===== src/rtl/run_ctrl_pkg.sv =====
// Shared types and default program map for the run sequencer.
// START/END entries are the assembler's program layout; prog_tbl trims them to D bits.
package run_ctrl_pkg;

   typedef enum logic [1:0] {
      IDLE   = 2'd0,
      LOAD   = 2'd1,
      RUN    = 2'd2,
      FINISH = 2'd3
   } state_t;

   localparam int MAX_PROG = 8;

   localparam logic [15:0] START_DEF [MAX_PROG] = '{
      16'h000, 16'h040, 16'h080, 16'h100, 16'h180, 16'h200, 16'h280, 16'h300
   };

   localparam logic [15:0] END_DEF [MAX_PROG] = '{
      16'h010, 16'h050, 16'h0a0, 16'h120, 16'h1a0, 16'h220, 16'h2a0, 16'h320
   };

   localparam logic SEL_ERR_BAD = 1'b1;

endpackage


===== src/rtl/run_ctrl_prog_tbl.sv =====
// Program index to {entry, end} address lookup; regenerated by the assembler.
// Indices at or above NPROG decode to address 0.
module prog_tbl
   import run_ctrl_pkg::*;
#(
   parameter int D     = 10,
   parameter int NPROG = 4,
   parameter int SW    = (NPROG > 1) ? $clog2(NPROG) : 1
) (
   input  logic [SW-1:0] idx,
   output logic [D-1:0]  start_addr,
   output logic [D-1:0]  end_addr
);

   always_comb begin
      start_addr = '0;
      end_addr   = '0;
      for (int i = 0; i < NPROG && i < MAX_PROG; i++) begin
         if (idx == SW'(i)) begin
            start_addr = START_DEF[i][D-1:0];
            end_addr   = END_DEF[i][D-1:0];
         end
      end
   end

endmodule


===== src/rtl/run_ctrl.sv =====
// Program-run sequencer: req/done handshake, PC entry load, halt/END detect, cycle count.
// Optional watchdog enabled by defining RUN_TIMEOUT_EN.
//
// state  | meaning
// IDLE   | core held in reset, waiting for req
// LOAD   | one cycle: release reset, load PC with entry address
// RUN    | core executing, counting cycles until halt/END (or watchdog)
// FINISH | done high, core in reset, waiting for req to drop
module run_ctrl
   import run_ctrl_pkg::*;
#(
   parameter int D       = 10,
   parameter int NPROG   = 4,
   parameter int SW      = (NPROG > 1) ? $clog2(NPROG) : 1,
   parameter int CW      = 16,
   parameter int MAX_CYC = 4096
) (
   input  logic          clk,
   input  logic          reset,
   input  logic          req,
   input  logic [SW-1:0] prog_sel,
   input  logic [D-1:0]  prog_ctr,
   input  logic          halt,
   output logic          core_rst,
   output logic          pc_load,
   output logic [D-1:0]  pc_target,
   output logic          busy,
   output logic          done,
   output logic          sel_err,
   output logic [CW-1:0] cyc_cnt,
   output logic          timeout
);

   state_t        state, state_nxt;
   logic [SW-1:0] sel_q;
   logic [D-1:0]  start_addr, end_addr;
   logic          sel_bad, end_hit, wd_hit;
   logic          core_rst_d, pc_load_d, busy_d, done_d;

   prog_tbl #(.D(D), .NPROG(NPROG), .SW(SW)) u_prog_tbl (
      .idx        (sel_q),
      .start_addr (start_addr),
      .end_addr   (end_addr)
   );

   assign pc_target = start_addr;
   assign sel_bad   = (int'(prog_sel) >= NPROG);
   assign end_hit   = halt || (prog_ctr == end_addr);

`ifdef RUN_TIMEOUT_EN
   assign wd_hit = (cyc_cnt == CW'(MAX_CYC - 1));
`else
   logic unused_max_cyc;
   assign unused_max_cyc = (MAX_CYC != 0);
   assign wd_hit         = 1'b0;
`endif

   // Outputs are registered from the next state so they line up with state.
   always_ff @(posedge clk) begin
      if (reset) begin
         state    <= IDLE;
         core_rst <= 1'b1;
         pc_load  <= 1'b0;
         busy     <= 1'b0;
         done     <= 1'b0;
      end else begin
         state    <= state_nxt;
         core_rst <= core_rst_d;
         pc_load  <= pc_load_d;
         busy     <= busy_d;
         done     <= done_d;
      end
   end

   always_comb begin
      state_nxt = state;
      unique case (state)
         IDLE:    if (req) state_nxt = LOAD;
         LOAD:    state_nxt = RUN;
         RUN:     if (end_hit || wd_hit) state_nxt = FINISH;
         FINISH:  if (!req) state_nxt = IDLE;
         default: state_nxt = IDLE;
      endcase
   end

   always_comb begin
      core_rst_d = 1'b1;
      pc_load_d  = 1'b0;
      busy_d     = 1'b0;
      done_d     = 1'b0;
      unique case (state_nxt)
         LOAD: begin
            core_rst_d = 1'b0;
            pc_load_d  = 1'b1;
            busy_d     = 1'b1;
         end
         RUN: begin
            core_rst_d = 1'b0;
            busy_d     = 1'b1;
         end
         FINISH:  done_d = 1'b1;
         default: ;
      endcase
   end

   // Count is cleared at acceptance so it already reads 0 during LOAD.
   always_ff @(posedge clk) begin
      if (reset) begin
         sel_q   <= '0;
         sel_err <= 1'b0;
         cyc_cnt <= '0;
      end else if (state == IDLE && req) begin
         sel_q   <= sel_bad ? '0 : prog_sel;
         sel_err <= sel_bad ? SEL_ERR_BAD : ~SEL_ERR_BAD;
         cyc_cnt <= '0;
      end else if (state == RUN && cyc_cnt != '1) begin
         cyc_cnt <= cyc_cnt + 1'b1;
      end
   end

`ifdef RUN_TIMEOUT_EN
   always_ff @(posedge clk) begin
      if (reset)
         timeout <= 1'b0;
      else if (state == IDLE && req)
         timeout <= 1'b0;
      else if (state == RUN && wd_hit && !end_hit)
         timeout <= 1'b1;
   end
`else
   assign timeout = 1'b0;
`endif

endmodule

===== config.mk =====
export PLATFORM = sky130hd
export DESIGN_NAME = run_ctrl
export DESIGN_NICKNAME = d
export VERILOG_FILES = /design/src/rtl/run_ctrl_pkg.sv /design/src/rtl/run_ctrl_prog_tbl.sv /design/src/rtl/run_ctrl.sv
export SDC_FILE = /design/constraint.sdc
export NUM_CORES = 1
export LEC_CHECK = 0
export ABC_AREA = 0
export CAP_MARGIN = 40
export CORE_MARGIN = 4
export CORE_UTILIZATION = 25
export DETAILED_ROUTE_END_ITERATION = 10
export SETUP_SLACK_MARGIN = 0.05
export SLEW_MARGIN = 25
export SYNTH_ARGS = -nofsm -noshare
export SYNTH_HDL_FRONTEND = slang
export SYNTH_SLANG_ARGS = --single-unit

===== constraint.sdc =====
create_clock -name clk -period 2.9 [get_ports clk]
set_clock_uncertainty 0.1 [all_clocks]
set_input_delay 0.435 -clock clk [delete_from_list [all_inputs] [get_ports clk]]
set_output_delay 0.435 -clock clk [all_outputs]
set_load 0.05 [all_outputs]

Yosys cells after proc, flatten, opt, wreduce, memory -nomap -nowiden
Cells that the tools add are included.
{ "op_classes": {"addsub": 1, "eq_ne": 11, "n_mux": 15, "reduce_logical": 7} }
{ "op_table": {"columns": ["cell", "n"], "rows": [
  ["9-bit two-way mux", 2],
  ["16-bit by 1-bit adder with 16-bit output, second input constant", 1],
  ["8-bit two-way mux", 2],
  ["16-bit != test, second input constant", 1],
  ["7-bit two-way mux", 2],
  ["2-bit equality test, second input constant", 6],
  ["10-bit equality test", 1],
  ["2-bit one-hot mux with 4 select lines", 1],
  ["2-bit by 1-bit equality test with 1-bit output, second input constant", 3],
  ["2-bit two-way mux", 3],
  ["5-bit two-way mux", 1],
  ["2-bit zero test", 2],
  ["1-bit two-way mux", 4],
  ["2-bit OR reduction", 2],
  ["1-bit logical AND", 2],
  ["1-bit logical OR", 1]
]} }
{ "word_totals": {"ff_bits": 24, "inputBits": 16, "out_inout_bits": 32, "word_cells": 41} }

Logic depth before layout (Yosys ltp)
Gate-level depths: netlist (run 1).
{ "logic_depth": {"ltp_word": 12, "depth_mapped": 8} }

Modules after synthesis
A second synthesis (run 1) with hierarchy kept.
{ "hier_totals": {"hier_cells": 164, "hier_area_um2": 1400.1} }
{ "by_module_without_submodules": {"columns": ["module", "instances", "cells_per_inst", "area_each_um2", "seq_area_each_um2"], "rows": [
  ["run_ctrl", 1, 143, 1256.2, 480.5],
  ["prog_tbl", 1, 21, 143.9, 0.0]
]} }

Worst setup path before layout (run 1)
No wires, ideal clock.
{ "synth_path": {"path_kind": "flip-flop to flip-flop", "startpoint": "register sel_q[1]", "endpoint": "register busy", "arrival_ns": 2.023, "path_slack_ns": 0.645, "stages_incl_launch_ff": 7, "path_buffers": 0, "cell_sequence": "dfxtp_1 -> nor2b_1 -> and3b_1 -> o311ai_0 -> nand2_1 -> ha_1 -> nor2b_1"} }
{ "synth_between": {"elab_chain_cells": 12} }
{ "synth_rtl": {"columns": ["item", "line", "rtl"], "rows": [
  ["start: declaration", "run_ctrl.sv:35", "logic [SW-1:0] sel_q;"],
  ["start signal: assignment", "run_ctrl.sv:113", "sel_q <= sel_bad ? '0 : prog_sel;"],
  ["2-bit zero test", "run_ctrl_prog_tbl.sv:19", "if (idx == SW'(i)) begin"],
  ["5-bit two-way mux", "run_ctrl_prog_tbl.sv:19", null],
  ["7-bit two-way mux", "run_ctrl_prog_tbl.sv:19", null],
  ["8-bit two-way mux", "run_ctrl_prog_tbl.sv:19", null],
  ["9-bit two-way mux *", "run_ctrl_prog_tbl.sv:19", null],
  ["10-bit equality test *", "run_ctrl.sv:48", "assign end_hit = halt || (prog_ctr == end_addr);"],
  ["1-bit logical OR *", "run_ctrl.sv:48", null],
  ["2-bit two-way mux *", "run_ctrl.sv:80", "RUN: if (end_hit || wd_hit) state_nxt = FINISH;"],
  ["2-bit one-hot mux with 4 select lines *", "run_ctrl.sv:77", "unique case (state)"],
  ["net state_nxt[0]", "run_ctrl.sv:34", "state_t state, state_nxt;"],
  ["2-bit equality test or 2-bit by 1-bit equality test with 1-bit output (tied branches)", "run_ctrl.sv:91", "unique case (state_nxt)"],
  ["2-bit OR reduction (no line) *", null, null],
  ["1-bit two-way mux *", "run_ctrl.sv:91", null],
  ["net busy_d", "run_ctrl.sv:38", "logic core_rst_d, pc_load_d, busy_d, done_d;"],
  ["end signal: assignment", "run_ctrl.sv:70", "busy <= busy_d;"],
  ["end: declaration", "run_ctrl.sv:27", "output logic busy,"]
]} }
Mark *: on every way through the listed nets, which the timed path passes. The rest lies on a longest branch.
A chain may end at the register's enable or synchronous reset.

Worst setup path in the final report (run 1)
{ "layout_path": {"startpoint": "register sel_q[1]", "endpoint": "output port pc_target[7]"} }
{ "layout_between": {"elab_chain_cells": 3} }
{ "layout_rtl": {"columns": ["item", "line", "rtl"], "rows": [
  ["2-bit equality test", "run_ctrl_prog_tbl.sv:19", null],
  ["8-bit two-way mux", "run_ctrl_prog_tbl.sv:19", null],
  ["9-bit two-way mux *", "run_ctrl_prog_tbl.sv:19", null],
  ["end: declaration", "run_ctrl.sv:26", "output logic [D-1:0] pc_target,"]
]} }
Mark *: on every way between the ends. The rest lies on a longest branch, timed or not.

==> reports/summary.txt, run 1 <==
PLACEMENT
-------------------------------------------------------------------------------------------
Detail Placement HPWL ........................................................      2330 µm
Gp weighted congestion .......................................................        0.740
Number of cells after detailed placement .....................................          254
Placed cell areas ............................................................  0.00177 mm²
Total of buffers placed on input and output ports ............................           38

TIMING
-------------------------------------------------------------------------------------------
Period utilisation layout ....................................................        0.780
Max Freq .....................................................................      442 MHz
Worst slew margin relative to its limit ......................................        0.502
Worst-Margin Slew ............................................................     0.742 ns
Final number of setup-violating endpoints ....................................            0
Unrepaired setup endpoints after global routing ..............................        false
Post-route worst hold slack ..................................................     0.433 ns
Setup tns final ..............................................................         0 ns
Final worst path period need .................................................      2.26 ns
Number of pins exceeding their max-slew limit in the final report ............            0
Number of hold-slack violations in the final timing report ...................            0

SYNTHESIS
-------------------------------------------------------------------------------------------
Average footprint of a synthesized cell ......................................     9.00 µm²
Number of warning messages in the yosys log ..................................            0
Netlist area before placement ................................................  0.00136 mm²
Sequential cell area fraction in the yosys report ............................        0.354
Flip-flop cell with the highest count after synthesis ........................ sky130_fd_sc_hd__dfxtp_1
Proportion of synthesized flip-flops having asynchronous set or reset ........            0
Synth unique cells ...........................................................           44
Synth top area cells ......................................................... sky130_fd_sc_hd__dfxtp_1 (35%), sky130_fd_sc_hd__buf_4 (5.5%), sky130_fd_sc_hd__a21oi_1 (5.2%), sky130_fd_sc_hd__o31ai_1 (5.0%), sky130_fd_sc_hd__or4_1 (4.4%)
Number of cells produced by synthesis ........................................          151
Number of enable-type register cells in the synthesized netlist ..............            0
Area leader, netlist ......................................................... sky130_fd_sc_hd__dfxtp_1
Post-synth top area share ....................................................        0.354
Flops & latches, synth .......................................................           24

FLOORPLANNING
-------------------------------------------------------------------------------------------
Overall die height ...........................................................      81.7 µm
Overall die width ............................................................      81.7 µm
Area of the die ..............................................................  0.00668 mm²
Number of I/O pins ...........................................................           48
Rows .........................................................................           26
Total core area ..............................................................  0.00517 mm²
Starting density of the core .................................................        0.263

POWER
-------------------------------------------------------------------------------------------
Power per standard cell area .................................................   387 mW/mm²
Portion of total power attributed to combinational logic .....................        0.222
Seq pwr share ................................................................        0.502
Leakage dissipation ..........................................................     0.638 nW
Total power ..................................................................     0.700 mW
Worst supply voltage drop on vdd .............................................     0.171 mV
Internal Power ...............................................................     0.491 mW
Net switching component of the power .........................................     0.209 mW
Part of the total power dissipated in the clock network ......................        0.276
Fraction of power spent switching nets .......................................        0.298

LAYOUT
-------------------------------------------------------------------------------------------
Area added between synthesis and finish ......................................        33.1%
Antenna diode count ..........................................................            0
Number of fillers in the final layout ........................................          555
Post-route design area .......................................................  0.00181 mm²
Leading cell type in the layout, fill and taps excluded ...................... sky130_fd_sc_hd__clkdlybuf4s50_1
Leading cell types in the layout, fill and taps excluded ..................... sky130_fd_sc_hd__clkdlybuf4s50_1 (38), sky130_fd_sc_hd__dfxtp_1 (24), sky130_fd_sc_hd__a21oi_1 (14)
Final layout net count .......................................................          208
Proportion of layout cells with a drive suffix above 1 .......................        0.107
Count of placed standard cells in the final layout, fillers left out .........          257

SETUP PATH
-------------------------------------------------------------------------------------------
Data arrival time at the worst-slack endpoint ................................      1.73 ns
Slowest Stage Delay on Critical Path .........................................      0.82 ns
Startpoint class of the critical path ........................................    flip-flop
Worst path cell trace ........................................................ nor2b_1 > clkdlybuf4s50_1
Largest fanout of any net on the critical path ...............................            8
Max stage delay cell, worst path ............................................. sky130_fd_sc_hd__clkdlybuf4s50_1
Critical path class ..........................................................      reg2out
Capturing element type of the critical path .................................. primary output
CP required ..................................................................      2.37 ns

RUN STATUS
-------------------------------------------------------------------------------------------
Run status ................................................................... finished, final reports clean

CLOCKING
-------------------------------------------------------------------------------------------
Clock sink count .............................................................           24
PostCTS Resize Cnt ...........................................................            0
Number of buffers added for setup after CTS ..................................            0
Clock tree from TritonCTS ....................................................          yes
Root buf cell ................................................................ sky130_fd_sc_hd__clkbuf_8
CTS Hold Bufs ................................................................            0
Total number of H-tree levels ................................................            1
Number of buffers created by CTS .............................................            3
Clock latency on the worst-skew pair .........................................      0.26 ns
Clock edge transition at the registers on the reported setup and hold paths ..      0.08 ns
Largest buffer count on any clock path .......................................            2

GLOBAL ROUTING
-------------------------------------------------------------------------------------------
First-pass GRT wire length ...................................................      4980 µm
Global routing usage summed across all routing layers ........................       0.0947
Via count of the first global-routing pass ...................................         1134
Number of antenna violations at the first check in global routing ............            0
Aggregate global routing overflow ............................................            0
Pin count of the biggest net entering global routing .........................           18

WORST HOLD PATH
-------------------------------------------------------------------------------------------
Path category of the worst min-delay check ...................................      reg2reg

DETAILED ROUTING
-------------------------------------------------------------------------------------------
Antenna Violating Nets Remaining .............................................            0
Vias per inst ................................................................         4.63
Wirelength per Cell ..........................................................      11.8 µm
Detailed Route WL ............................................................      3030 µm
Number of design-rule violations left by the first detailed-router iteration .           19
Total number of vias .........................................................         1191
Residual DRC .................................................................            0
First-pass detailed-route iteration total ....................................            4

FLOW RUN
-------------------------------------------------------------------------------------------
# Max-Cap Violations .........................................................            0

## final cells by class
type                    count  area (µm²)  area share
inverters                   3        11.3     0.00623
multi-input cells         118         800       0.442
repair buffers             39         388       0.215
flip-flops and latches     24         480       0.266
well taps                  70        87.6      0.0484
clock buffers               3        41.3      0.0228
## registers in the layout (all words and copies together) (netlist names)
name      cells
cyc_cnt      16
state         2
pc_load       1
core_rst      1
done          1
sel_q         2
busy          1
## stage by stage
step / setup slack [ns] / util
finish: 0.637 / 0.350
global route: 0.444 / 0.350
CTS: 0.589 / 0.350
detailed placement: 0.301 / 0.342
global placement: 0.359 / 0.342
floorplan: 0.645 / -
## logic make-up after synthesis
group | share of synthesized area
simple gates | 0.343
buf+inv | 0.0801
compound gates | 0.157
xor+xnor | 0.00645
flops | 0.354
other cells | 0.00276
mux | 0.0295
fa+ha+maj | 0.0276
## layer usage
metal  track usage  vias to the layer above  wire [µm]
met3        0.0329                        2        195
met2         0.168                       31       1480
li1              -                      617          -
met5             0                        -          0
met4        0.0199                        0         16
met1         0.109                      541       1340
## worst paths after layout
path | depth (start not counted) | endpoint | slack [ns] | startpoint
setup reg to reg | 7 | core_rst$_SDFF_PP1_ | 0.85 | sel_q[1]$_SDFFE_PP0P_
hold reg to reg | 2 | cyc_cnt[15]$_SDFFE_PP0P_ | 0.43 | cyc_cnt[15]$_SDFFE_PP0P_
setup / recovery | 2 | pc_target[7] | 0.64 | sel_q[1]$_SDFFE_PP0P_
hold / removal | 2 | cyc_cnt[15]$_SDFFE_PP0P_ | 0.43 | cyc_cnt[15]$_SDFFE_PP0P_
## critical path, delay by kind of cell, from the launching register on
kind,cells,cell delay [ns]
DFF,1,0.45
and+or+nand+nor,1,0.19
buffers and inverters,1,0.82
## power by group through the flow
stage                     Sequential (mW)  Combinational [mW]  Clock [mW]
final                               0.351               0.156       0.193
after global routing                0.354               0.168       0.219
after CTS                           0.352               0.157       0.204
after detailed placement            0.359               0.157           0
after global placement              0.360               0.156           0
after floorplan                     0.385              0.0898           0
## cell usage after synthesis, types with 3 or more instances
library cell,n
sky130_fd_sc_hd__or4_1,8
sky130_fd_sc_hd__dfxtp_1,24
sky130_fd_sc_hd__nor2_1,5
sky130_fd_sc_hd__nand4_1,3
sky130_fd_sc_hd__a21oi_1,14
sky130_fd_sc_hd__ha_1,3
sky130_fd_sc_hd__or2_2,3
sky130_fd_sc_hd__o21ai_0,7
sky130_fd_sc_hd__or3_1,3
sky130_fd_sc_hd__mux2i_1,4
sky130_fd_sc_hd__inv_1,3
sky130_fd_sc_hd__nor4_1,3
sky130_fd_sc_hd__nand2_1,11
sky130_fd_sc_hd__nor2b_1,5
sky130_fd_sc_hd__clkbuf_1,3
sky130_fd_sc_hd__o31ai_1,9
sky130_fd_sc_hd__buf_4,10
(Power assumes the default switching activity.)
==> run 2, diff against run 1 <==
clock period = 1.9 ns   (was 2.9 ns; I/O delays follow)
==> run 2 against run 1 <==
Effect of this change: die area stayed put; final cell count is 5.1% higher; largest cell class unchanged; clock power is 61% higher; non-clock buffer count is 12 higher; worst hold slack worse by 0.027 ns; via count is 5.5% higher.
==> reports/summary.txt, run 2 (synthesis gave the netlist of run 1 again) <==
LAYOUT
-------------------------------------------------------------------------------------------
Number of fillers in the final layout ........................................          527   was 555
Top reg by flops .............................................................      cyc_cnt   unchanged
Area added between synthesis and finish ......................................        44.7%   was 33.1%
Antenna diode count ..........................................................            0   unchanged
Proportion of layout cells with a drive suffix above 1 .......................        0.370   was 0.107
Area of combinational cells with multiple inputs .............................      862 µm²   was 800 µm²
Largest registers ............................................................ cyc_cnt x16, sel_q x2, state x2   unchanged
Leading cell types in the layout, fill and taps excluded ..................... sky130_fd_sc_hd__buf_4 (30), sky130_fd_sc_hd__dfxtp_2 (15), sky130_fd_sc_hd__a21oi_1 (14), sky130_fd_sc_hd__clkdlybuf4s50_1 (14), sky130_fd_sc_hd__nand2_1 (11)   was sky130_fd_sc_hd__clkdlybuf4s50_1 (38), sky130_fd_sc_hd__dfxtp_1 (24), sky130_fd_sc_hd__a21oi_1 (14)
Flip-flop count of the largest register after layout .........................           16   unchanged
Final layout net count .......................................................          220   was 208
Leading cell type in the layout, fill and taps excluded ...................... sky130_fd_sc_hd__buf_4   was sky130_fd_sc_hd__clkdlybuf4s50_1
Register cell area after layout ..............................................      507 µm²   was 480 µm²
Post-route design area .......................................................  0.00197 mm²   was 0.00181 mm²

SETUP PATH
-------------------------------------------------------------------------------------------
Max stage delay cell, worst path ............................................. sky130_fd_sc_hd__clkdlybuf4s50_1   unchanged
Worst path cell trace ........................................................ clkdlybuf4s50_1   was nor2b_1 > clkdlybuf4s50_1
Crit path max-delay family ................................................... buffers and inverters   unchanged
Critical path class ..........................................................      reg2out   unchanged
Crit path buf inv count ......................................................            1   unchanged
Capturing element type of the critical path .................................. primary output   unchanged
CP required ..................................................................      1.51 ns   was 2.37 ns
Data arrival time at the worst-slack endpoint ................................      1.38 ns   was 1.73 ns
Startpoint class of the critical path ........................................    flip-flop   unchanged
Largest fanout of any net on the critical path ...............................            1   was 8
Slowest Stage Delay on Critical Path .........................................      0.80 ns   was 0.82 ns

TIMING
-------------------------------------------------------------------------------------------
Max Freq .....................................................................      567 MHz
Final Worst Setup Slack ......................................................     0.137 ns   was 0.637 ns
Final worst path period need .................................................      1.76 ns
Number of pins exceeding their max-slew limit in the final report ............            0   unchanged
Worst-Margin Slew ............................................................     0.500 ns   was 0.742 ns
Final number of setup-violating endpoints ....................................            0   unchanged
Worst slew margin relative to its limit ......................................        0.665   was 0.502
Number of hold-slack violations in the final timing report ...................            0   unchanged
Unrepaired setup endpoints after global routing ..............................        false   unchanged
Period utilisation layout ....................................................        0.928

DETAILED ROUTING
-------------------------------------------------------------------------------------------
Total number of vias .........................................................         1257   was 1191
Number of design-rule violations left by the first detailed-router iteration .           61   was 19
Detailed Route WL ............................................................      3200 µm   was 3030 µm
First-pass detailed-route iteration total ....................................            4   unchanged
Residual DRC .................................................................            0   unchanged
Antenna Violating Nets Remaining .............................................            0   unchanged
Wirelength per Cell ..........................................................      11.9 µm   was 11.8 µm
Vias per inst ................................................................         4.66   was 4.63

WORST HOLD PATH
-------------------------------------------------------------------------------------------
Path category of the worst min-delay check ...................................      reg2reg   unchanged

CLOCKING
-------------------------------------------------------------------------------------------
Clock edge transition at the registers on the reported setup and hold paths ..      0.09 ns   was 0.08 ns
Clock tree from TritonCTS ....................................................          yes   unchanged
Total number of H-tree levels ................................................            1   unchanged
Root buf cell ................................................................ sky130_fd_sc_hd__clkbuf_8   unchanged
Clock sink count .............................................................           24   unchanged
Largest buffer count on any clock path .......................................            2   unchanged
CTS Hold Bufs ................................................................            0   unchanged
Clock latency on the worst-skew pair .........................................      0.27 ns   was 0.26 ns
Number of buffers created by CTS .............................................            3   unchanged

GLOBAL ROUTING
-------------------------------------------------------------------------------------------
Number of antenna violations at the first check in global routing ............            0   unchanged
First-pass GRT wire length ...................................................      5370 µm   was 4980 µm
Aggregate global routing overflow ............................................            0   unchanged
Via count of the first global-routing pass ...................................         1179   was 1134
Pin count of the biggest net entering global routing .........................           16   was 18
Global routing usage summed across all routing layers ........................        0.101   was 0.0947

FLOW RUN
-------------------------------------------------------------------------------------------
# Max-Cap Violations .........................................................            0   unchanged

FLOORPLANNING
-------------------------------------------------------------------------------------------
Overall die height ...........................................................      81.7 µm   unchanged
Area of the die ..............................................................  0.00668 mm²   unchanged
Total core area ..............................................................  0.00517 mm²   unchanged
Overall die width ............................................................      81.7 µm   unchanged
Number of I/O pins ...........................................................           48   unchanged
Rows .........................................................................           26   unchanged
Starting density of the core .................................................        0.263   unchanged

POWER
-------------------------------------------------------------------------------------------
Worst supply voltage drop on vdd .............................................     0.258 mV   was 0.171 mV
Power per standard cell area .................................................   571 mW/mm²   was 387 mW/mm²
Leakage dissipation ..........................................................     0.771 nW   was 0.638 nW

PLACEMENT
-------------------------------------------------------------------------------------------
Total of buffers placed on input and output ports ............................           38   unchanged
Detail Placement HPWL ........................................................      2420 µm   was 2330 µm
Gp weighted congestion .......................................................        0.699   was 0.740
Placed cell areas ............................................................  0.00185 mm²   was 0.00177 mm²
Worst slack, placed ..........................................................    -0.408 ns   was 0.301 ns

RUN STATUS
-------------------------------------------------------------------------------------------
Run status ................................................................... finished, final reports clean   unchanged

-- run 2: repair_timing --
action | in CTS | in global routing
endpoints found under the setup margin | 4 | 7
pin swaps | 5 | 2
gates resized for setup | 14 | 3
endpoints found under the hold margin | 0 | 0
buffers inserted | 3 | 1
-- run 2: report_power, final --
part           switching (mW)  internal (mW)
sequential             0.0132          0.520
clock                   0.165          0.145
combinational           0.165          0.114
-- run 2: cell type report --
type,count,share of cell area
clock buffer,3,0.0210
clock inverter,1,0.00191
inverter,3,0.00573
multi-input combinational,118,0.439
sequential,24,0.258
tap,70,0.0446
timing repair buffer,51,0.230
-- run 2: metal layers --
| layer | global-route usage | up-vias | share of wire | wire length (µm) |
|---|---|---|---|---|
| li1 | - | 649 | - | - |
| met1 | 0.128 | 575 | 0.45 | 1450 |
| met2 | 0.162 | 29 | 0.47 | 1520 |
| met3 | 0.0340 | 4 | 0.065 | 209 |
| met4 | 0.0282 | 0 | 0.0081 | 26 |
| met5 | 0 | - | 0 | 0 |
-- run 2: path summary, 6_finish.rpt --
path                                            endpoint  depth (start not counted)                startpoint  slack (ns)
worst max register to register  cyc_cnt[14]$_SDFFE_PP0P_                          5   cyc_cnt[0]$_SDFFE_PP0P_        0.16
worst max-delay path                             pc_load                          1        pc_load$_SDFF_PP0_        0.14
worst min-delay path            cyc_cnt[15]$_SDFFE_PP0P_                          2  cyc_cnt[15]$_SDFFE_PP0P_        0.41
worst min register to register  cyc_cnt[15]$_SDFFE_PP0P_                          2  cyc_cnt[15]$_SDFFE_PP0P_        0.41
-- run 2: stage by stage --
step	util	cells	hold slack (ns)	TNS, ns	power (mW)
floorplan	-	159	0.332	0	0.726
global placement	0.358	262	0.386	-1.36	0.817
detailed placement	0.358	262	0.389	-1.40	0.818
CTS	0.377	269	0.403	0	1.14
global route	0.380	270	0.434	0	1.18
finish	0.380	270	0.406	0	1.12
==> run 3, diff against run 2 <==
clock period = 1.75 ns   (was 1.9 ns; I/O delays follow)
==> run 3 against run 2 <==
Effect of this change: utilization increased by 3.6 points; register-to-register slack worse by 0.099 ns; sequential share of layout area is 1.3 points lower; combinational power increased by 23%; final cell count up 1.1%; critical endpoint is now core_rst$_SDFF_PP1_; worst hold slack got worse by 0.13 ns; first-iteration DRC count shrank 16%; clock power increased by 58%; largest power group unchanged; flip-flop and latch count did not move; highest routed layer unchanged; routed wire length unchanged; largest cell class unchanged; critical path depth is 6 higher.
==> reports/summary.txt, run 3 (synthesis gave the netlist of run 1 again) <==
LAYOUT
-------------------------------------------------------------------------------------------
Count of placed standard cells in the final layout, fillers left out .........          273   was 270
Leading cell types in the layout, fill and taps excluded ..................... sky130_fd_sc_hd__buf_4 (33), sky130_fd_sc_hd__dfxtp_2 (11), sky130_fd_sc_hd__nand2_1 (10)   was sky130_fd_sc_hd__buf_4 (30), sky130_fd_sc_hd__dfxtp_2 (15), sky130_fd_sc_hd__a21oi_1 (14), sky130_fd_sc_hd__clkdlybuf4s50_1 (14), sky130_fd_sc_hd__nand2_1 (11)
Number of fillers in the final layout ........................................          531   was 527
Largest registers ............................................................ cyc_cnt x16, sel_q x2, state x2   unchanged
Post-route design area .......................................................  0.00215 mm²   was 0.00197 mm²
Final layout net count .......................................................          223   was 220
Fraction of the core area covered by cells at the end of the flow ............        0.416   was 0.380
Antenna diode count ..........................................................            0   unchanged
Top reg by flops .............................................................      cyc_cnt   unchanged
Leading cell type in the layout, fill and taps excluded ...................... sky130_fd_sc_hd__buf_4   unchanged
Proportion of layout cells with a drive suffix above 1 .......................        0.512   was 0.370
Area added between synthesis and finish ......................................        58.5%   was 44.7%
Flip-flop count of the largest register after layout .........................           16   unchanged

SETUP PATH
-------------------------------------------------------------------------------------------
Most frequent CP cell ........................................................ sky130_fd_sc_hd__nor2b_4
Stages on the worst setup path ...............................................            7   was 1
Worst r2r src ................................................................ sel_q[1]$_SDFFE_PP0P_   was cyc_cnt[0]$_SDFFE_PP0P_
Slowest Stage Delay on Critical Path .........................................      0.33 ns   was 0.80 ns
Capturing element type of the critical path ..................................    flip-flop   was primary output
Crit path max-delay family ................................................... simple AND/OR/NAND/NOR gates   was buffers and inverters
Slack of the worst reg-to-reg path ...........................................      0.06 ns   was 0.16 ns
Worst Reg-to-Reg Cells .......................................................            7   was 5
Max stage delay cell, worst path ............................................. sky130_fd_sc_hd__dfxtp_2   was sky130_fd_sc_hd__clkdlybuf4s50_1
Startpoint of the worst setup timing path .................................... sel_q[1]$_SDFFE_PP0P_   was pc_load$_SDFF_PP0_
Startpoint class of the critical path ........................................    flip-flop   unchanged
Data arrival time at the worst-slack endpoint ................................      1.77 ns   was 1.38 ns
CP required ..................................................................      1.83 ns   was 1.51 ns
Crit path buf inv count ......................................................            1   unchanged
Critical path class ..........................................................      reg2reg   was reg2out
Worst path cell trace ........................................................ nor2b_4 > and3b_1 > o311ai_4 > nand2_2 > ha_4 > nor2b_4 > inv_2   was clkdlybuf4s50_1
Largest fanout of any net on the critical path ...............................            2   was 1
Reg-to-Reg End ............................................................... core_rst$_SDFF_PP1_   was cyc_cnt[14]$_SDFFE_PP0P_

GLOBAL ROUTING
-------------------------------------------------------------------------------------------
Via count of the first global-routing pass ...................................         1134   was 1179
Global routing usage summed across all routing layers ........................        0.100   was 0.101
Pin count of the biggest net entering global routing .........................           16   unchanged
Aggregate global routing overflow ............................................            0   unchanged
Number of antenna violations at the first check in global routing ............            0   unchanged
First-pass GRT wire length ...................................................      5310 µm   was 5370 µm

PLACEMENT
-------------------------------------------------------------------------------------------
Placed cell areas ............................................................  0.00193 mm²   was 0.00185 mm²
Detail Placement HPWL ........................................................      2410 µm   was 2420 µm
Number of cells after detailed placement .....................................          264   was 262
Total of buffers placed on input and output ports ............................           38   unchanged
Worst slack, placed ..........................................................    -0.478 ns   was -0.408 ns
Gp weighted congestion .......................................................        0.734   was 0.699

CLOCKING
-------------------------------------------------------------------------------------------
Total number of H-tree levels ................................................            1   unchanged
Root buf cell ................................................................ sky130_fd_sc_hd__clkbuf_8   unchanged
Clock tree from TritonCTS ....................................................          yes   unchanged
Largest buffer count on any clock path .......................................            2   unchanged
Clock edge transition at the registers on the reported setup and hold paths ..      0.09 ns   about the same
Clock sink count .............................................................           24   unchanged
Clock latency on the worst-skew pair .........................................      0.27 ns   about the same
Number of buffers created by CTS .............................................            3   unchanged

TIMING
-------------------------------------------------------------------------------------------
Final Worst Setup Slack ......................................................    0.0606 ns   was 0.137 ns
Max Freq .....................................................................      592 MHz
Period utilisation layout ....................................................        0.965
Unrepaired setup endpoints after global routing ..............................         true   was false
Final worst path period need .................................................      1.69 ns
Final number of setup-violating endpoints ....................................            0   unchanged
Number of hold-slack violations in the final timing report ...................            0   unchanged
Number of pins exceeding their max-slew limit in the final report ............            0   unchanged

POWER
-------------------------------------------------------------------------------------------
Portion of total power attributed to combinational logic .....................        0.244   was 0.249
Power per standard cell area .................................................   653 mW/mm²   was 571 mW/mm²
Fraction of power spent switching nets .......................................        0.283   was 0.306
Seq pwr share ................................................................        0.407   was 0.475
Leakage dissipation ..........................................................     0.855 nW   was 0.771 nW
Internal Power ...............................................................      1.01 mW   was 0.779 mW
Net switching component of the power .........................................     0.398 mW   was 0.344 mW
Total power ..................................................................      1.41 mW   was 1.12 mW
Part of the total power dissipated in the clock network ......................        0.349   was 0.276
Worst supply voltage drop on vdd .............................................     0.322 mV   was 0.258 mV

FLOORPLANNING
-------------------------------------------------------------------------------------------
Number of I/O pins ...........................................................           48   unchanged
Overall die height ...........................................................      81.7 µm   unchanged
Starting density of the core .................................................        0.263   unchanged
Total core area ..............................................................  0.00517 mm²   unchanged
Area of the die ..............................................................  0.00668 mm²   unchanged
Rows .........................................................................           26   unchanged
Overall die width ............................................................      81.7 µm   unchanged

DETAILED ROUTING
-------------------------------------------------------------------------------------------
Residual DRC .................................................................            0   unchanged
Wirelength per Cell ..........................................................      11.7 µm   was 11.9 µm
Highest metal layer with signal wires ........................................         met4   unchanged
Total number of vias .........................................................         1250   was 1257
Amount of wire on met2 after detailed routing ................................      1480 µm   was 1520 µm
Detailed Route WL ............................................................      3200 µm   unchanged
Post-Route M1 WL .............................................................      1540 µm   was 1450 µm
Number of design-rule violations left by the first detailed-router iteration .           51   was 61
Vias per inst ................................................................         4.58   was 4.66
Met3 wirelength from detailed routing ........................................       172 µm   was 209 µm
Antenna Violating Nets Remaining .............................................            0   unchanged
First-pass detailed-route iteration total ....................................            4   unchanged

WORST HOLD PATH
-------------------------------------------------------------------------------------------
Endpoint, Worst Hold ......................................................... state[0]$_SDFF_PP0_   was cyc_cnt[15]$_SDFFE_PP0P_
Hold path startpoint .........................................................  prog_ctr[2]   was cyc_cnt[15]$_SDFFE_PP0P_
Path category of the worst min-delay check ...................................       in2reg   was reg2reg
WHS Path Cells ...............................................................            5   was 2

FLOW RUN
-------------------------------------------------------------------------------------------
# Max-Cap Violations .........................................................            0   unchanged

RUN STATUS
-------------------------------------------------------------------------------------------
Run status ................................................................... finished, final reports clean   unchanged

run 3: changes by cell type in the layout (fill, tap and decap cells not counted), moves of 3 or more:
cell and change:
sky130_fd_sc_hd__buf_4 +3, sky130_fd_sc_hd__or4_4 +4, sky130_fd_sc_hd__or4_1 -4, sky130_fd_sc_hd__dfxtp_4 +7, sky130_fd_sc_hd__dfxtp_1 -3, sky130_fd_sc_hd__dfxtp_2 -4
sky130_fd_sc_hd__a21oi_1 -5, sky130_fd_sc_hd__clkdlybuf4s50_1 -5, sky130_fd_sc_hd__a21oi_2 +5, sky130_fd_sc_hd__buf_6 +3
run 3: what timing repair did:
action                     in CTS  in global routing
buffers inserted                4                  1
hold buffers                    0                  0
resized for setup              19                 25
pin swaps                       8                  9
setup endpoints to repair       8                 14
run 3: worst register-to-register path: cells and delay by family (launching register included):
family / cells / cell delay (ns)
simple gates: 4 / 0.56
compound gates: 1 / 0.31
flops: 1 / 0.33
buf+inv: 1 / 0.03
fa+ha+maj: 1 / 0.28
run 3: worst max-delay path by stage:
| stage | slack (ns) | end |
|---|---|---|
| CTS | 0.01 | busy$_SDFF_PP0_ |
| floorplan | -0.02 | cyc_cnt[14]$_SDFFE_PP0P_ |
| global placement | -0.48 | busy$_SDFF_PP0_ |
| detailed placement | -0.48 | busy$_SDFF_PP0_ |
| global route | -0.02 | core_rst$_SDFF_PP1_ |
| finish | 0.06 | core_rst$_SDFF_PP1_ |
run 3: metrics by stage:
step                      hold WS, ns  setup TNS [ns]
after floorplan                 0.310         -0.0295
after global placement          0.386           -1.69
after detailed placement        0.392           -1.67
after CTS                       0.297               0
after global routing            0.296         -0.0281
final                           0.276               0
run 3: power by group through the flow:
stage	sequential [mW]	clock, mW	combinational (mW)
2_1_floorplan	0.630	0	0.157
4_1_cts	0.572	0.511	0.317
3_3_place_gp	0.586	0	0.302
5_1_grt	0.577	0.535	0.370
6_report	0.572	0.491	0.343
3_5_place_dp	0.586	0	0.302
run 3: routing by layer:
layer / GRT usage / vias up
li1: - / 654
met1: 0.136 / 563
met2: 0.159 / 31
met3: 0.0296 / 2
met4: 0.0150 / 0
met5: 0 / -
run 3: layout make-up:
class | count | area [µm²] | share of cell area
clock buffer | 3 | 41.3 | 0.0192
tap | 70 | 87.6 | 0.0407
inverter | 3 | 11.3 | 0.00523
multi-input combinational | 118 | 966 | 0.449
timing repair buffer | 54 | 489 | 0.227
sequential | 24 | 528 | 0.245
clock inverter | 1 | 30.0 | 0.0139
==> edit 1: new RTL, settings of run 2 <==
Change the parameter `CW` from 16 to 24.
--- a/src/rtl/run_ctrl.sv
+++ b/src/rtl/run_ctrl.sv
@@ -12,7 +12,7 @@
    parameter int D       = 10,
    parameter int NPROG   = 4,
    parameter int SW      = (NPROG > 1) ? $clog2(NPROG) : 1,
-   parameter int CW      = 16,
+   parameter int CW      = 24,
    parameter int MAX_CYC = 4096
 ) (
    input  logic          clk,
Ports: changed (resized cyc_cnt); port bits go from 48 to 56. No check against the original RTL was run, so the function may have changed too.
==> edit 1 against run 2 <==
- utilization rose by 1.4 points
- design area increased by 29%
- non-clock buffer count up 14
- clock power up 82%
- sequential cell count increased by 8
- sequential share of layout area is 1.5 points higher
- first-iteration DRC count is 4.9% lower
- setup slack got worse by 54 ps
- register-to-register slack got worse by 80 ps
- area after synthesis up 23%
- total power rose by 37%
- routed wire length increased by 30%
==> edit 1: results (changes against run 2) <==
[synth]
synthDistinctLibCells=38  ; -14%
synth_common_cells=32 x dfxtp_1, 31 x nor2_1, 18 x xnor2_1
ys_seq_area_frac=0.382  ; +0.0282
synth_adder_area_share=0.0224  ; -0.00525
synth_xor_area_frac=0.0940  ; +0.0875
synthTopCellsByArea=dfxtp_1 38%, xnor2_1 9.4%, nor2_1 6.9%
synth.area.mux_share=0.0186  ; -0.0108
avgSynthCellArea_um2=8.56  ; -4.9%
synth-compound-area-share=0.101  ; -0.0559

[timing]
post-route-period-util=0.956  ; +0.0283
whs_ps=410  ; +3.62 ps
worst_pin_slew_ps=595  ; +94.7 ps

[worst_hold_path]
hold_start=cyc_cnt[14]
holdCritPathClass=flip-flop to flip-flop
hold_end=cyc_cnt[14]

[routing]
drtIter0Drc=58  ; -4.9%
met1Wirelength_um=1710  ; +18%
met2RoutedLength_um=2080  ; +37%
vias_per_cell=4.70  ; +1.0%
dr.pass1.iters=4  ; unchanged
route.met3.wl_um=315  ; +51%
drt-total-wl_um=4160  ; +30%
top_layer=met4

[critical_path]
max_stage_delay_ps=360  ; -440 ps
reg2reg_slack_ps=80  ; -80 ps
crit_arrival_ps=1890  ; +510 ps
cp_max_fo=7  ; +6
cp_slowest_cell=dfxtp_4
cpLargestDelayFamily=simple AND/OR/NAND/NOR gates
crit_start=cyc_cnt[0]
r2r_cells=8  ; +3
r2r_end=cyc_cnt[17]
worstSetupPathType=flip-flop to flip-flop

[grt]
grt_max_degree=14  ; -2
grt.total_usage=0.103  ; +0.00191
grt_pass1_vias=1563  ; +33%
grt_pass1_wl_um=6980  ; +30%

[cells_and_area]
insertedDiodeCount=0  ; unchanged
nets=280  ; +27%
seq_area_um2=689  ; +36%
n_fill_cell=657  ; +25%
drive_gt1_frac=0.405  ; +0.0346
reg_top3=cyc_cnt: 24 flops, sel_q: 2 flops, state: 2 flops
stdcell_count=339  ; +26%

[power]
peakVddDrop_mv=0.265  ; +3.0%
p_leak_nw=0.991  ; +29%

[placement]
place_worst_setup_slack_ps=-501  ; -92.7 ps
place_inst=330  ; +26%
dpl-instance-area_um2=2310  ; +25%
gp_routability_congestion=0.777  ; +11%
dp_hpwl_um=3100  ; +28%
io_buffers=46  ; +21%

[floorplanning]
placementRows=29  ; +12%

[clock_network]
cts_htree_levels=2  ; +1
cts.clk_slew.worst_paths_ps=70  ; -20 ps
cts_buffers=5  ; +2
postCtsSetupRepairBufs=0  ; -3
clock_latency_ps=280
clockBufferDepth=2  ; unchanged

[status]
status=finished, final reports clean

==> edit 1: changes by cell type after synthesis, sizes merged, moves of 4 or more <==
| cell | run 2 | this run |
|---|---|---|
| nor3 | 1 | 6 |
| nor2 | 5 | 31 |
| a211oi | 0 | 4 |
| or3 | 5 | 1 |
| o21ai | 7 | 2 |
| dfxtp | 24 | 32 |
| o31ai | 9 | 1 |
| or4 | 9 | 1 |
| inv | 3 | 8 |
| xnor2 | 0 | 18 |
==> edit 1: report_power, final <==
part | internal, mW | switching, mW
combinational | 0.106 | 0.174
clock | 0.330 | 0.235
sequential | 0.682 | 0.0144
==> edit 1: final cells by class <==
cell class / count / area share
clock buffers: 8 / 0.0395
repair buffers: 65 / 0.217
inverters: 8 / 0.0119
flip-flops and latches: 32 / 0.272
multi-input cells: 149 / 0.421
well taps: 77 / 0.0381
==> edit 1: per-layer routing <==
layer | vias up | track usage
met5 | - | 0
met4 | 0 | 0.0383
met3 | 4 | 0.0384
met2 | 47 | 0.181
met1 | 743 | 0.112
li1 | 800 | -
==> edit 2: new RTL, settings of run 2 <==
Made on the original files. Encoding of `state_t`: now one-hot (4 bits for 4 states).
--- a/src/rtl/run_ctrl_pkg.sv
+++ b/src/rtl/run_ctrl_pkg.sv
@@ -2,11 +2,11 @@
 // START/END entries are the assembler's program layout; prog_tbl trims them to D bits.
 package run_ctrl_pkg;
 
-   typedef enum logic [1:0] {
-      IDLE   = 2'd0,
-      LOAD   = 2'd1,
-      RUN    = 2'd2,
-      FINISH = 2'd3
+   typedef enum logic [3:0] {
+      IDLE   = 4'b0001,
+      LOAD   = 4'b0010,
+      RUN    = 4'b0100,
+      FINISH = 4'b1000
    } state_t;
 
    localparam int MAX_PROG = 8;
Behaviour: same outputs for any inputs over 10 cycles, from zero or initial values and one cycle with reset high; not proved beyond that.
==> edit 2 against run 2 <==
- area after synthesis is 0.37% lower
- routed wire length is 1.6% lower
- sequential cell count is 2 higher
- design area is 1.1% higher
- clock power is 3% lower
- total power is 5.0% lower
- synthesized cell count is 1.3% higher
- count of clock-buffer cells in the layout stayed put
- first-iteration DRC count is 62% lower
- setup slack worse by 52 ps
- cell count is 2.6% higher
- largest power group unchanged
==> edit 2: results (changes against run 2) <==
[placement]
dpl-instance-area_um2=1860  ; +0.54%
dp_hpwl_um=2470  ; +2.1%
place_inst=273  ; +4.2%
gp_routability_congestion=0.711  ; +1.8%

[cells_and_area]
drive_gt1_frac=0.343  ; -0.0270
buf_share=0.253  ; +0.0221
n_all_buffers=58  ; +14%
nets=226  ; +2.7%
nNonClkInverters=2  ; -1
reg_top3=cyc_cnt: 16 flops, state: 4 flops, sel_q: 2 flops
stdcell_count=277  ; +2.6%
multi_input_area_um2=810  ; -6.1%
n_fill_cell=523  ; -0.76%
clock_area_frac=0.0208  ; -0.00213
seq_share=0.271  ; +0.0136

[grt]
grt_pass1_vias=1214  ; +3.0%
grt.total_usage=0.101  ; +0.000529
use_met3=0.0417  ; +0.00768
use_met1=0.121  ; -0.00704
use_met2=0.165  ; +0.00295
grt_pass1_wl_um=5350  ; -0.26%

[power]
peakVddDrop_mv=0.256  ; -0.61%
power_frac_clock=0.283  ; +0.007
power_frac_seq=0.534  ; +0.059
p_leak_nw=0.873  ; +13%
sw_frac_of_total=0.273  ; -0.0334

[critical_path]
reg2reg_slack_ps=90  ; -70 ps
crit_arrival_ps=1920  ; +540 ps
setup.worst_path.end=cyc_cnt[5]
startpoint_type=flip-flop
cp_max_fo=4  ; +3
crit_start=state[3]

[synth]
synth_adder_area_share=0.0166  ; -0.0110
synth_common_cells=26 x dfxtp_1, 20 x nor2_1, 10 x buf_4
syn_area_um2=1350  ; -0.37%
synth.area.mux_share=0.0222  ; -0.00728
synth-compound-area-share=0.130  ; -0.0262
avgSynthCellArea_um2=8.85  ; -1.7%
synthDistinctLibCells=38  ; -14%
synthTopCellsByArea=dfxtp_1 38%, xor2_1 5.8%, buf_4 5.5%
synth_xor_area_frac=0.0582  ; +0.0518

[clock_network]
cts.clk_slew.worst_paths_ps=80
numClockSinks=26  ; +8.3%
clock_latency_ps=260

[routing]
drtIter0Drc=23  ; -62%
met1Wirelength_um=1410  ; -2.8%
vias_per_cell=4.55  ; -2.4%

[timing]
whs_ps=405  ; -1.22 ps

[worst_hold_path]
hold_end=cyc_cnt[13]
hold_start=cyc_cnt[13]

[status]
status=finished, final reports clean

## edit 2: cell count changes after synthesis, sizes merged, moves of 5 or more
cell / run 2 / this run
xor2: 1 / 9
a21oi: 15 / 3
o211ai: 1 / 6
o31ai: 9 / 0
and4: 1 / 6
nor2: 5 / 20
## edit 2: metrics by stage
step                      total power [mW]  TNS, ps  worst slack (ps)
after CTS                             1.08        0              52.1
final                                 1.07        0              85.7
after global routing                  1.12        0              48.0
after global placement               0.766    -1400              -264
after detailed placement             0.768    -1830              -279
after floorplan                      0.710        0              12.0
## edit 2: critical path, cell delays in order (launching register included)
cell	delay (ps)
dfxtp_1	360
or4b_2	700
nor3_1	180
o21ai_0	150
xor2_1	170
nor2_1	100
## edit 2: timing repair
action / in CTS / in global routing
setup endpoints to repair: 0 / 11
resized for setup: 0 / 28
setup buffers: 0 / 1
hold endpoints to repair: 0 / 0
